[config.mk]
export PLATFORM = sky130hd
export DESIGN_NAME = fifo_wr_arbiter_flat
export DESIGN_NICKNAME = d
export VERILOG_FILES = /design/src/rtl/fifo_wr_arbiter_if.sv /design/src/rtl/fifo_wr_arbiter.sv /design/src/flat_wrapper.sv
export SDC_FILE = /design/constraint.sdc
export NUM_CORES = 1
export LEC_CHECK = 0
export ABC_CLOCK_PERIOD_IN_PS = 9600
export CORE_UTILIZATION = 40
export DETAILED_ROUTE_END_ITERATION = 10
export PLACE_DENSITY = 0.86
export REMOVE_ABC_BUFFERS = 1
export SLEW_MARGIN = 20
export SYNTH_ARGS = -nofsm -noshare
export SYNTH_HDL_FRONTEND = slang
export SYNTH_SLANG_ARGS = --single-unit
[constraint.sdc]
create_clock -name clk -period 9.6 [get_ports clk]
set_input_delay 1.44 -clock clk [delete_from_list [all_inputs] [get_ports clk]]
set_output_delay 1.44 -clock clk [all_outputs]
set_load 0.01 [all_outputs]
[src/rtl/fifo_wr_arbiter_if.sv]
// Requester/FIFO-side signal bundle for fifo_wr_arbiter.
// master: the requesters plus downstream FIFO; slave: the arbiter itself.
interface fifo_wr_arbiter_if #(
    parameter int WIDTH = 8,
    parameter int NREQ  = 4
);
    localparam int OW = $clog2(NREQ);

    logic [NREQ-1:0]       req;
    logic [NREQ*WIDTH-1:0] req_data;
    logic [NREQ-1:0]       req_lock;
    logic [NREQ-1:0]       gnt;
    logic                  fifo_full;
    logic                  fifo_wr_en;
    logic [WIDTH-1:0]      fifo_wdata;
    logic                  locked;
    logic [OW-1:0]         owner;

    modport master (
        output req, req_data, req_lock, fifo_full,
        input  gnt, fifo_wr_en, fifo_wdata, locked, owner
    );

    modport slave (
        input  req, req_data, req_lock, fifo_full,
        output gnt, fifo_wr_en, fifo_wdata, locked, owner
    );
endinterface

[src/rtl/fifo_wr_arbiter.sv]
// Round-robin write arbiter in front of a single FIFO write port.
// Grants are combinational (zero-latency write); a granted requester may
// keep ownership across beats via req_lock.
// Optional feature macro: FIFO_WR_ARB_LOCK_EN enables the ARB/LOCK ownership
// hold; without it req_lock is ignored and locked is constant 0.
module fifo_wr_arbiter #(
    parameter int WIDTH = 8,
    parameter int NREQ  = 4
) (
    input logic            clk,
    input logic            rst,
    fifo_wr_arbiter_if.slave bus
);
    localparam int OW = $clog2(NREQ);

    typedef enum logic {ARB, LOCK} state_t;

    state_t          state_q, state_d;
    logic [OW-1:0]   owner_q, owner_d;

    logic [NREQ-1:0] gnt_c;
    logic [OW-1:0]   sel_c;
    logic            hit_c;
    logic [WIDTH-1:0] wdata_c;

    // Index k positions after base, wrapping modulo NREQ (NREQ need not be 2^n).
    function automatic logic [OW-1:0] rr_idx(input logic [OW-1:0] base, input int k);
        int s;
        s = int'(base) + k;
        if (s >= NREQ) s = s - NREQ;
        return OW'(s);
    endfunction

    // Grant selection: nothing during reset or full; owner only in LOCK;
    // otherwise first requester after the last owner.
    always_comb begin
        gnt_c = '0;
        sel_c = owner_q;
        hit_c = 1'b0;
        if (!rst && !bus.fifo_full) begin
            if (state_q == LOCK) begin
                if (bus.req[owner_q]) begin
                    gnt_c[owner_q] = 1'b1;
                    hit_c          = 1'b1;
                end
            end else begin
                for (int k = 1; k <= NREQ; k++) begin
                    if (!hit_c && bus.req[rr_idx(owner_q, k)]) begin
                        sel_c                       = rr_idx(owner_q, k);
                        gnt_c[rr_idx(owner_q, k)]   = 1'b1;
                        hit_c                       = 1'b1;
                    end
                end
            end
        end
    end

    // Write data mux: granted word, zero when idle.
    always_comb begin
        wdata_c = '0;
        for (int i = 0; i < NREQ; i++) begin
            if (gnt_c[i]) wdata_c = bus.req_data[i*WIDTH +: WIDTH];
        end
    end

    // Next state: only a real grant moves owner/state, so a full FIFO holds both.
    always_comb begin
        state_d = state_q;
        owner_d = owner_q;
        if (hit_c) begin
            owner_d = sel_c;
`ifdef FIFO_WR_ARB_LOCK_EN
            state_d = bus.req_lock[sel_c] ? LOCK : ARB;
`else
            state_d = ARB;
`endif
        end
    end

    // State/owner registers; reset makes requester 0 next in line.
    always_ff @(posedge clk) begin
        if (rst) begin
            state_q <= ARB;
            owner_q <= OW'(NREQ - 1);
        end else begin
            state_q <= state_d;
            owner_q <= owner_d;
        end
    end

`ifdef FIFO_WR_ARB_LOCK_EN
    assign bus.locked = (state_q == LOCK);
`else
    logic unused_req_lock;
    assign unused_req_lock = ^bus.req_lock;
    assign bus.locked      = 1'b0;
`endif

    assign bus.gnt        = gnt_c;
    assign bus.fifo_wr_en = hit_c;
    assign bus.fifo_wdata = wdata_c;
    assign bus.owner      = owner_q;

endmodule

[src/flat_wrapper.sv]
// flat-port wrapper written by rule: the top's interface ports become plain ports
module fifo_wr_arbiter_flat 
#(
    parameter int WIDTH = 8,
    parameter int NREQ  = 4
)
  (clk, rst, bus_req, bus_req_data, bus_req_lock, bus_fifo_full, bus_gnt, bus_fifo_wr_en, bus_fifo_wdata, bus_locked, bus_owner);
  fifo_wr_arbiter_if #(.WIDTH(WIDTH), .NREQ(NREQ)) bus_i ();
  input logic clk;
  input logic rst;
  input wire logic [$bits(bus_i.req)-1:0] bus_req;
  input wire logic [$bits(bus_i.req_data)-1:0] bus_req_data;
  input wire logic [$bits(bus_i.req_lock)-1:0] bus_req_lock;
  input wire logic [$bits(bus_i.fifo_full)-1:0] bus_fifo_full;
  output wire logic [$bits(bus_i.gnt)-1:0] bus_gnt;
  output wire logic [$bits(bus_i.fifo_wr_en)-1:0] bus_fifo_wr_en;
  output wire logic [$bits(bus_i.fifo_wdata)-1:0] bus_fifo_wdata;
  output wire logic [$bits(bus_i.locked)-1:0] bus_locked;
  output wire logic [$bits(bus_i.owner)-1:0] bus_owner;
  assign bus_i.req = bus_req;
  assign bus_i.req_data = bus_req_data;
  assign bus_i.req_lock = bus_req_lock;
  assign bus_i.fifo_full = bus_fifo_full;
  assign bus_gnt = bus_i.gnt;
  assign bus_fifo_wr_en = bus_i.fifo_wr_en;
  assign bus_fifo_wdata = bus_i.fifo_wdata;
  assign bus_locked = bus_i.locked;
  assign bus_owner = bus_i.owner;
  fifo_wr_arbiter #(.WIDTH(WIDTH), .NREQ(NREQ)) u_core (.clk(clk), .rst(rst), .bus(bus_i));
endmodule
# Word level (Yosys, flattened, before mapping)
# Index checks and enable logic that the tools add are counted.
classes:
  addsub: 8
  n_lt_le_gt_ge: 16
  n_mux: 56
  bitwise_logic: 3
  n_reduce_logical: 15
op_table:
  columns: ["cell", "n"]
  rows:
  - ["$mux 2", 20]
  - ["$mux 4", 8]
  - ["$mux 8", 4]
  - ["$lt 2x3->1 const B", 8]
  - ["$mux 1", 16]
  - ["$or 4x4->4", 3]
  - ["$ge 3x3->1 const B", 3]
  - ["$bmux 1 s2", 4]
  - ["$demux 1 s2", 4]
  - ["$ge 2x1->1 const B", 4]
  - ["$logic_and 1x1->1", 8]
  - ["$sub 2x1->2 const B", 4]
  - ["$add 2x2->3 const B", 2]
  - ["$logic_not 1->1", 5]
  - ["$add 2x3->4 const B", 1]
  - ["$ge 4x3->1 const B", 1]
  - ["$reduce_bool 4->1", 1]
  - ["$add 2x1->3 const B", 1]
  - ["$reduce_and 3->1", 1]
word_totals:
  reg_bits: 2
  inputBits: 43
  wordCells: 99

# Longest topological paths before layout
# Gate-level depths: netlist (run 1).
logic_depth:
  depth_word: 31
  mapped_depth: 12
  depth_no_buf: 8

# Least setup slack after synthesis (run 1)
# No wires, ideal clock.
synth_timing:
  path_kind: "input-to-output"
  from: "input bus_req[1]"
  to: "output bus_fifo_wdata[0]"
  arrival_ps: 3180
  t_required_ps: 8160
  setup_slack_ps: 4980
  stages: 8
  cell_sequence: "mux4_1 -> nor3_1 -> and3_1 -> o21ai_1 -> buf_4 -> and2_4 -> buf_6 -> a31oi_1"
synth_via:
  elab_chain_cells: 20
  word_cells_on_any_way: 35
  classes_between: "26 x mux; 3 x bitwise; 6 x reduce/logical"
synth_lines:
  columns: ["element", "line", "rtl"]
  rows:
  - ["start, declared", "flat_wrapper.sv:11", "input wire logic [$bits(bus_i.req)-1:0] bus_req;"]
  - ["$bmux 1 s2", "fifo_wr_arbiter.sv:48", "if (!hit_c && bus.req[rr_idx(owner_q, k)]) begin"]
  - ["$mux 1 (implied by the code)", "fifo_wr_arbiter.sv:48", null]
  - ["$mux 1", "fifo_wr_arbiter.sv:48", null]
  - ["$mux 1", "fifo_wr_arbiter.sv:40", "if (!rst && !bus.fifo_full) begin"]
  - ["$logic_not 1->1", "fifo_wr_arbiter.sv:48", null]
  - ["$logic_and 1x1->1", "fifo_wr_arbiter.sv:48", null]
  - ["$mux 1", "fifo_wr_arbiter.sv:48", null]
  - ["$mux 1", "fifo_wr_arbiter.sv:40", null]
  - ["[2 not listed]", null, null]
  - ["$mux 1", "fifo_wr_arbiter.sv:48", null]
  - ["$mux 1", "fifo_wr_arbiter.sv:40", null]
  - ["$logic_not 1->1", "fifo_wr_arbiter.sv:48", null]
  - ["$logic_and 1x1->1", "fifo_wr_arbiter.sv:48", null]
  - ["$mux 4 *", "fifo_wr_arbiter.sv:48", null]
  - ["$mux 4 *", "fifo_wr_arbiter.sv:40", null]
  - ["$mux 8 (3 in a row)", "fifo_wr_arbiter.sv:62", "if (gnt_c[i]) wdata_c = bus.req_data[i*WIDTH +: WIDTH];"]
  - ["$mux 8 *", "fifo_wr_arbiter.sv:62", null]
  - ["end, declared", "flat_wrapper.sv:17", "output wire logic [$bits(bus_i.fifo_wdata)-1:0] bus_fifo_wdata;"]
# Mark *: on every way between the ends. The rest lies on a longest branch, timed or not. The select of a mux whose other input is x is not followed.

# Worst setup path in the final report (run 1)
layout_timing:
  from: "input bus_req[0]"
  to: "output bus_fifo_wdata[1]"
# The elaborated chain is that of the path after synthesis.

==> results of run 1 <==
## final timing paths
kind / from / endpoint / slack [ns] / depth (start not counted)
setup / recovery: bus_req[0] / bus_fifo_wdata[1] / 3.29 / 8
hold / removal: u_core.bus.owner[0] / u_core.bus.owner[0] / 0.87 / 2
setup reg to reg: u_core.bus.owner[0] / u_core.bus.owner[0] / 6.59 / 7
hold reg to reg: u_core.bus.owner[0] / u_core.bus.owner[0] / 0.87 / 2
## cell families (layout without fill, tap and decap cells)
family / count (synthesis) / in the layout
and+or+nand+nor: 44 / 44
DFF: 2 / 2
muxes: 13 / 13
adders and majority gates: 8 / 8
other: 1 / 1
buffers and inverters: 15 / 62
AOI/OAI and AO/OA: 36 / 36
## critical path, delay by kind of cell
family	cells	cell delay, ns
buffers and inverters	2	1.12
muxes	2	1.02
AOI/OAI and AO/OA	4	1.29
## metal layers
metal / share of wire / track usage / vias up
met5: 0 / 0 / -
met4: 0.0031 / 0.111 / 0
met3: 0.030 / 0.0357 / 2
met2: 0.55 / 0.367 / 24
met1: 0.42 / 0.299 / 526
li1: - / - / 548
## cell usage in the layout, fill, tap and decap left out, drive strengths merged
cell	instances
or2	1
nor2b	4
and3	1
clkbuf	3
o2bb2ai	1
nand3b	6
and2	2
a31oi	8
a2bb2oi	1
o21bai	8
nand2	11
o21a	1
nor3	3
a2111o	1
a32o	1
a21boi	1
nor3b	1
dfxtp	2
clkdlybuf4s50	53
inv	6
mux2i	9
a221oi	2
or3b	2
ha	8
nor2	4
nand4	8
o21ai	4
mux4	4
a21oi	8
and3b	1
conb	1
## final cells by class
type / count / area [um^2] / share of cell area
clock buffers: 3 / 22.5 / 0.0153
inverters: 6 / 22.5 / 0.0153
multi-input cells: 102 / 826 / 0.559
flip-flops and latches: 2 / 40.0 / 0.0271
well taps: 28 / 35.0 / 0.0237
repair buffers: 53 / 531 / 0.359
## report_power, final
group	internal [mW]	total [mW]	switching [mW]
clock network	0.0138	0.0191	0.00530
registers	0.0104	0.0190	0.00857
logic	0.0946	0.185	0.0905
total	0.119	0.223	0.104
## metrics by stage
step | cell area [um^2] | hold WS (ns) | setup slack (ns)
2_1_floorplan | 888 | 0.805 | 4.73
3_3_place_gp | 1450 | 0.841 | 3.41
3_5_place_dp | 1450 | 0.872 | 3.33
6_report | 1480 | 0.872 | 3.29
5_1_grt | 1480 | 0.915 | 3.14
4_1_cts | 1480 | 0.878 | 3.31
==> flow_summary.yaml, run 1 <==
synth:
  synth_seq_cells: 2
  synth_top_family_by_area: "simple AND/OR/NAND/NOR gates"
  postSynthAreaPerCell_um2: 8.03
  synth_common_cells: "nand2_1, mux2i_1"
  syn_area_um2: 956
  synth_most_common_cell: "nand2_1"
  synth-edff-count: 0
  synth_fa_ha_area_frac: 0.105
  syn-instance-count: 119
  post_synth_xor_area_fraction: 0
  yosysWarnings: 0
  synth-main-ff-cell: "dfxtp_1"
  async_reset_ff_frac: 0
  synth_area_leaders: "ha_1, mux2i_1, mux4_1"
  ys_types: 40
  yosys.area.top_type: "ha_1"
  synth_top_area_frac: 0.105
  synth_compound_area_frac: 0.275
  yosys.area_share.simple: 0.280
  muxShareOfSynthArea: 0.200
  synth_seq_area_share: 0.0419
pwr:
  power_density_nw_per_um2: 151
  ir_worst_vdd_uv: 122
  p_total_mw: 0.223
  p_leak_nw: 0.651
cts:
  post-cts-setup-buffers: 0
  cts_buffers: 3
  htree_levels: 1
  cts.sinks: 2
  cts.repair.resized: 0
  cts_tree: "done"
  root_buffer: "clkbuf_4"
  clkSlewWorstSetupHoldPaths_ns: 0.03
  cts_hold_buffers: 0
  clockBufferDepth: 2
  insertion_delay_ns: 0.23
critical_path:
  worst-path-max-fanout: 11
  required_ns: 8.16
  cp.arrival_ns: 4.87
  cp-start-kind: "input port"
  worstSetupPathType: "input port to output pin"
  worstSetupEndpointType: "output pin"
  cp_slowest_cell: "mux4_1"
  slowest_delay_ns: 0.78
  crit_path_cell_trace: "clkdlybuf4s50_1 > mux4_1 > a21oi_1 > a21oi_1 > o21ai_1 > mux2i_1 > a31oi_1 > clkdlybuf4s50_1"
global_route:
  grt_pass1_vias: 986
  grt_pass1_wl_um: 4400
  grt_overflow: 0
  grt_max_degree: 16
  grtUsageTotal: 0.230
  antenna_found_initial: 0
drt:
  drtIter0Drc: 21
  vias: 1100
  antenna_left: 0
  routed_via_density: 5.67
  wl_per_cell_um: 15.1
  drt_wl_total_um: 2930
  first_pass_iters: 4
  drc: 0
finish:
  stdcell_count: 194
  drive_gt1_frac: 0.0723
  nFillCells: 194
  layout.nets: 219
  antennaDiodeCount: 0
  largest_reg_flops: 2
  area_delta_synth_final_pct: 54.5
  utilization: 0.661
timing:
  tightest_slew_ns: 0.951
  final.min_clock_period_ns: 6.31
  relSlewSlack: 0.362
  finClkSkew_ns: 0.00551
  setup_viol: 0
  finalHoldViolations: 0
  post-route-period-util: 0.657
  fin_tns_setup_ns: 0
  rsz0062_at_grt: "false"
  clock.fmax_mhz: 159
  final_max_slew_viol_count: 0
floorplanning:
  die_h_um: 50.9
  dieArea_um2: 2590
  core_um2: 2230
  die_x_um: 50.9
  ios: 59
  std_cell_rows: 17
  start_util: 0.428
run_status:
  status: "finished, final reports clean"
placed_design:
  hpwlAfterDp_um: 2340
  gp_congestion: 0.817
  dp_cells: 191
  portBuffers: 53
hold_path:
  hp-class: "flop to flop"
flow_run:
  drv_cap: 0
(Power assumes the default switching activity.)
==> run 2: changes to the inputs <==
Settings changed: ABC_CLOCK_PERIOD_IN_PS 9600 to 5800, CORE_UTILIZATION 40 to 34, PLACE_DENSITY 0.86 to 0.78.
Clock period 9.6 ns to 5.8 ns, I/O delays scaled along.
==> flow_summary.yaml, run 2 (same netlist as run 1, synthesis figures left out) <==
placed_design:
  hpwlAfterDp_um: 2280
  dp_slack_ns: 0.636
  portBuffers: 53
  gp_congestion: 0.814
timing:
  final.min_clock_period_ns: 5.15
  setup_viol: 0
  rsz0062_at_grt: "false"
  tightest_slew_ns: 0.975
  clock.fmax_mhz: 194
  setup_slack_ns: 0.648
  finClkSkew_ns: 0.000738
  holdWs_ns: 0.864
  finalHoldViolations: 0
  relSlewSlack: 0.345
  post-route-period-util: 0.888
  final_max_slew_viol_count: 0
  fin_tns_setup_ns: 0
pwr:
  p_leak_nw: 0.651
  ir_worst_vdd_uv: 177
  p_total_mw: 0.367
  power_density_nw_per_um2: 248
cts:
  cts_buffers: 3
  insertion_delay_ns: 0.22
  root_buffer: "clkbuf_4"
  post-cts-setup-buffers: 0
  clkSlewWorstSetupHoldPaths_ns: 0.03
  clockBufferDepth: 2
  cts.sinks: 2
  cts_hold_buffers: 0
  htree_levels: 1
  cts.repair.resized: 0
  cts_tree: "done"
critical_path:
  cp_slowest_cell: "mux4_1"
  required_ns: 4.93
  worst-path-max-fanout: 11
  crit_path_cell_trace: "clkdlybuf4s50_1 > mux4_1 > a21oi_1 > a21oi_1 > o21ai_1 > mux2i_1 > a31oi_1 > clkdlybuf4s50_1"
  ff2ff_path_depth: 7
  critPathTopFamily: "compound AO/OA/AOI/OAI gates"
  regToRegSetupSlack_ns: 2.78
  slowest_delay_ns: 0.78
  path_buf_inv: 2
  cp.arrival_ns: 4.28
  reg2reg_to: "u_core.bus.owner[0]"
  worstSetupPathType: "input port to output pin"
  worstSetupEndpointType: "output pin"
  r2r-start: "u_core.bus.owner[0]"
  cp-start-kind: "input port"
global_route:
  grt_overflow: 0
  grt_pass1_vias: 957
  grt_pass1_wl_um: 4260
  grtUsageTotal: 0.198
  grt_max_degree: 16
  antenna_found_initial: 0
finish:
  drive_gt1_frac: 0.0723
  largest_reg_flops: 2
  layout_common_cells: "clkdlybuf4s50_1, nand2_1, mux2i_1"
  utilization: 0.576
  final_common_cell: "clkdlybuf4s50_1"
  nFillCells: 235
  area_delta_synth_final_pct: 54.7
  layout.nets: 219
  antennaDiodeCount: 0
drt:
  first_pass_iters: 4
  vias: 1081
  drc: 0
  routed_via_density: 5.52
  antenna_left: 0
  wl_per_cell_um: 14.7
  drt_wl_total_um: 2880
  drtIter0Drc: 13
floorplanning:
  dieArea_um2: 3030
  die_x_um: 55.0
  ios: 59
  die_h_um: 55.0
  std_cell_rows: 18
  start_util: 0.372
  core_um2: 2570
run_status:
  status: "finished, final reports clean"
flow_run:
  drv_cap: 0
hold_path:
  min_to: "u_core.bus.owner[0]"
  hold_start: "u_core.bus.owner[0]"
  hold_depth: 2
  hp-class: "flop to flop"
## run 2: cell counts in the layout (fill, tap and decap cells not counted)
Identical to the previous run, type by type.
## run 2: tightest hold or removal path, stage by stage (launching register included)
cell	delay [ns]
dfxtp_1	0.47
nor3_1	0.23
or3b_2	0.13
## run 2: how the worst max path moves through the flow
stage / slack (ns) / from / depth (start not counted) / to
4_1_cts: 0.62 / u_core.bus.owner[0] / 9 / bus_fifo_wdata[0]
5_1_grt: 0.31 / u_core.bus.owner[0] / 9 / bus_fifo_wdata[1]
6_report: 0.65 / bus_req[0] / 8 / bus_fifo_wdata[6]
3_5_place_dp: 0.64 / bus_req[0] / 8 / bus_fifo_wdata[0]
2_1_floorplan: 1.82 / u_core.bus.owner[0] / 8 / bus_fifo_wdata[0]
3_3_place_gp: 0.75 / bus_req[0] / 8 / bus_fifo_wdata[1]
## run 2: cell type report
cell class / count / area, um^2 / share of cell area
multi-input cells: 102 / 826 / 0.558
repair buffers: 53 / 531 / 0.359
flip-flops and latches: 2 / 40.0 / 0.0271
well taps: 30 / 37.5 / 0.0254
clock buffers: 3 / 22.5 / 0.0152
inverters: 6 / 22.5 / 0.0152
## run 2: per-stage QoR
stage                     cell area [um^2]  std cells
final                                 1480        196
after global routing                  1480        196
after CTS                             1480        196
after detailed placement              1460        193
after global placement                1460        193
after floorplan                        888        110
## run 2: power by group
group | leakage [nW] | switching, mW | internal, mW
clock | 0.0138 | 0.00776 | 0.0228
sequential | 0.0166 | 0.0142 | 0.0173
combinational | 0.621 | 0.148 | 0.157
## run 2: per-layer routing
metal | wire (um) | track usage
met2 | 1440 | 0.333
met3 | 163 | 0.0383
met4 | 27 | 0.0917
met1 | 1250 | 0.240
met5 | 0 | 0
==> run 3: changes to the inputs <==
Settings changed: GPL_ROUTABILITY_DRIVEN from default to 0, REMOVE_ABC_BUFFERS 1 to default.
==> flow_summary.yaml, run 3 (same netlist as run 1, synthesis figures left out) <==
run_status:
  status: "finished, final reports clean"
timing:
  finClkSkew_ns: 0.000644
  tightest_slew_ns: 0.963
  final.min_clock_period_ns: 5.18
  rsz0062_at_grt: "false"
  setup_slack_ns: 0.619
  setup_viol: 0
  finalHoldViolations: 0
  relSlewSlack: 0.354
  post-route-period-util: 0.893
  final_max_slew_viol_count: 0
  fin_tns_setup_ns: 0
  clock.fmax_mhz: 193
floorplanning:
  dieArea_um2: 3030
  die_h_um: 55.0
  std_cell_rows: 18
  die_x_um: 55.0
  ios: 59
  start_util: 0.372
  core_um2: 2570
critical_path:
  required_ns: 4.93
  critPathLaunch: "bus_req[0]"
  worstSetupPathType: "input port to output pin"
  cp-start-kind: "input port"
  worst-path-max-fanout: 11
  cp.arrival_ns: 4.31
  regToRegSetupSlack_ns: 2.73
  worstSetupEndpointType: "output pin"
  r2r-start: "u_core.bus.owner[0]"
global_route:
  grt_pass1_vias: 1012
  grt_util_met2: 0.371
  grtUsageMet1: 0.285
  grt_max_degree: 16
  busiest_layer: "met2"
  grt_pass1_wl_um: 4680
  grtUsageTotal: 0.219
  grt_overflow: 0
  antenna_found_initial: 0
  gr-usage-met3: 0.0164
finish:
  final_common_cell: "clkdlybuf4s50_1"
  utilization: 0.579
  layout_common_cells: "clkdlybuf4s50_1, nand2_1, mux2i_1"
  fin_area_um2: 1490
  antennaDiodeCount: 0
  stdcell_count: 197
  drive_gt1_frac: 0.0778
  area_delta_synth_final_pct: 55.5
  largest_reg_flops: 2
  layout.nets: 220
hold_path:
  hold_start: "u_core.bus.owner[0]"
  hp-class: "flop to flop"
drt:
  drc: 0
  first_pass_iters: 4
  routed_via_density: 5.57
  vias: 1097
  antenna_left: 0
  wl_per_cell_um: 16.4
  drtIter0Drc: 36
  drt_wl_total_um: 3230
pwr:
  p_leak_nw: 0.656
  power_density_nw_per_um2: 251
  switchingPower_mw: 0.175
  p_seq_frac: 0.086
  power.share.switching: 0.470
  ir_worst_vdd_uv: 186
  clock_power_share: 0.082
  p_int_mw: 0.197
  p_comb_frac: 0.832
placed_design:
  portBuffers: 53
  placed_area_um2: 1460
  dp_cells: 194
  dp_slack_ns: 0.671
  hpwlAfterDp_um: 2610
flow_run:
  drv_cap: 0
cts:
  clkSlewWorstSetupHoldPaths_ns: 0.03
  cts_buffers: 3
  cts_tree: "done"
  insertion_delay_ns: 0.22
  clockBufferDepth: 2
  cts.repair.resized: 0
  cts_hold_buffers: 0
  cts.sinks: 2
  htree_levels: 1
  post-cts-setup-buffers: 0
  root_buffer: "clkbuf_4"
synth:
  synth_fp_nets: 170
run 3: cell count changes in the layout (fill, tap and decap cells not counted), sizes merged:
cell,before,now
buf,0,1
run 3: worst paths after layout:
kind	to	cells after the start
hold / removal	u_core.bus.owner[0]	2
setup / recovery	bus_fifo_wdata[1]	8
hold reg to reg	u_core.bus.owner[0]	2
setup reg to reg	u_core.bus.owner[0]	7
run 3: worst max-delay path: stages:
cell and delay, ns:
clkdlybuf4s50_1 0.55, mux4_1 0.79, a21oi_1 0.22, a21oi_1 0.09
o21ai_1 0.76, mux2i_1 0.26, a31oi_1 0.20, clkdlybuf4s50_1 0.56
run 3: power groups by stage:
| stage | clock, mW | sequential (mW) | combinational [mW] |
|---|---|---|---|
| global route | 0.0346 | 0.0331 | 0.333 |
| floorplan | 0 | 0.0238 | 0.204 |
| detailed placement | 0 | 0.0319 | 0.307 |
| CTS | 0.0332 | 0.0318 | 0.308 |
| global placement | 0 | 0.0307 | 0.298 |
| finish | 0.0306 | 0.0321 | 0.310 |
run 3: through the flow:
stage,hold slack (ns),power (mW)
finish,0.888,0.372
global route,0.943,0.401
CTS,0.896,0.373
detailed placement,0.885,0.338
global placement,0.847,0.329
floorplan,0.833,0.228
run 3: cell type report:
| type | instances | area, um^2 |
|---|---|---|
| Timing Repair Buffer | 54 | 538 |
| Inverter | 6 | 22.5 |
| Clock buffer | 3 | 22.5 |
| Sequential cell | 2 | 40.0 |
| Fill cell | 239 | 1080 |
| Tap cell | 30 | 37.5 |
| Multi-Input combinational cell | 102 | 826 |
run 3: layer usage:
layer	part of all wire	routed length (um)	up-vias
met5	0	0	-
met4	0.0043	14	0
met3	0.029	95	2
met2	0.54	1750	30
met1	0.42	1370	514
li1	-	-	551
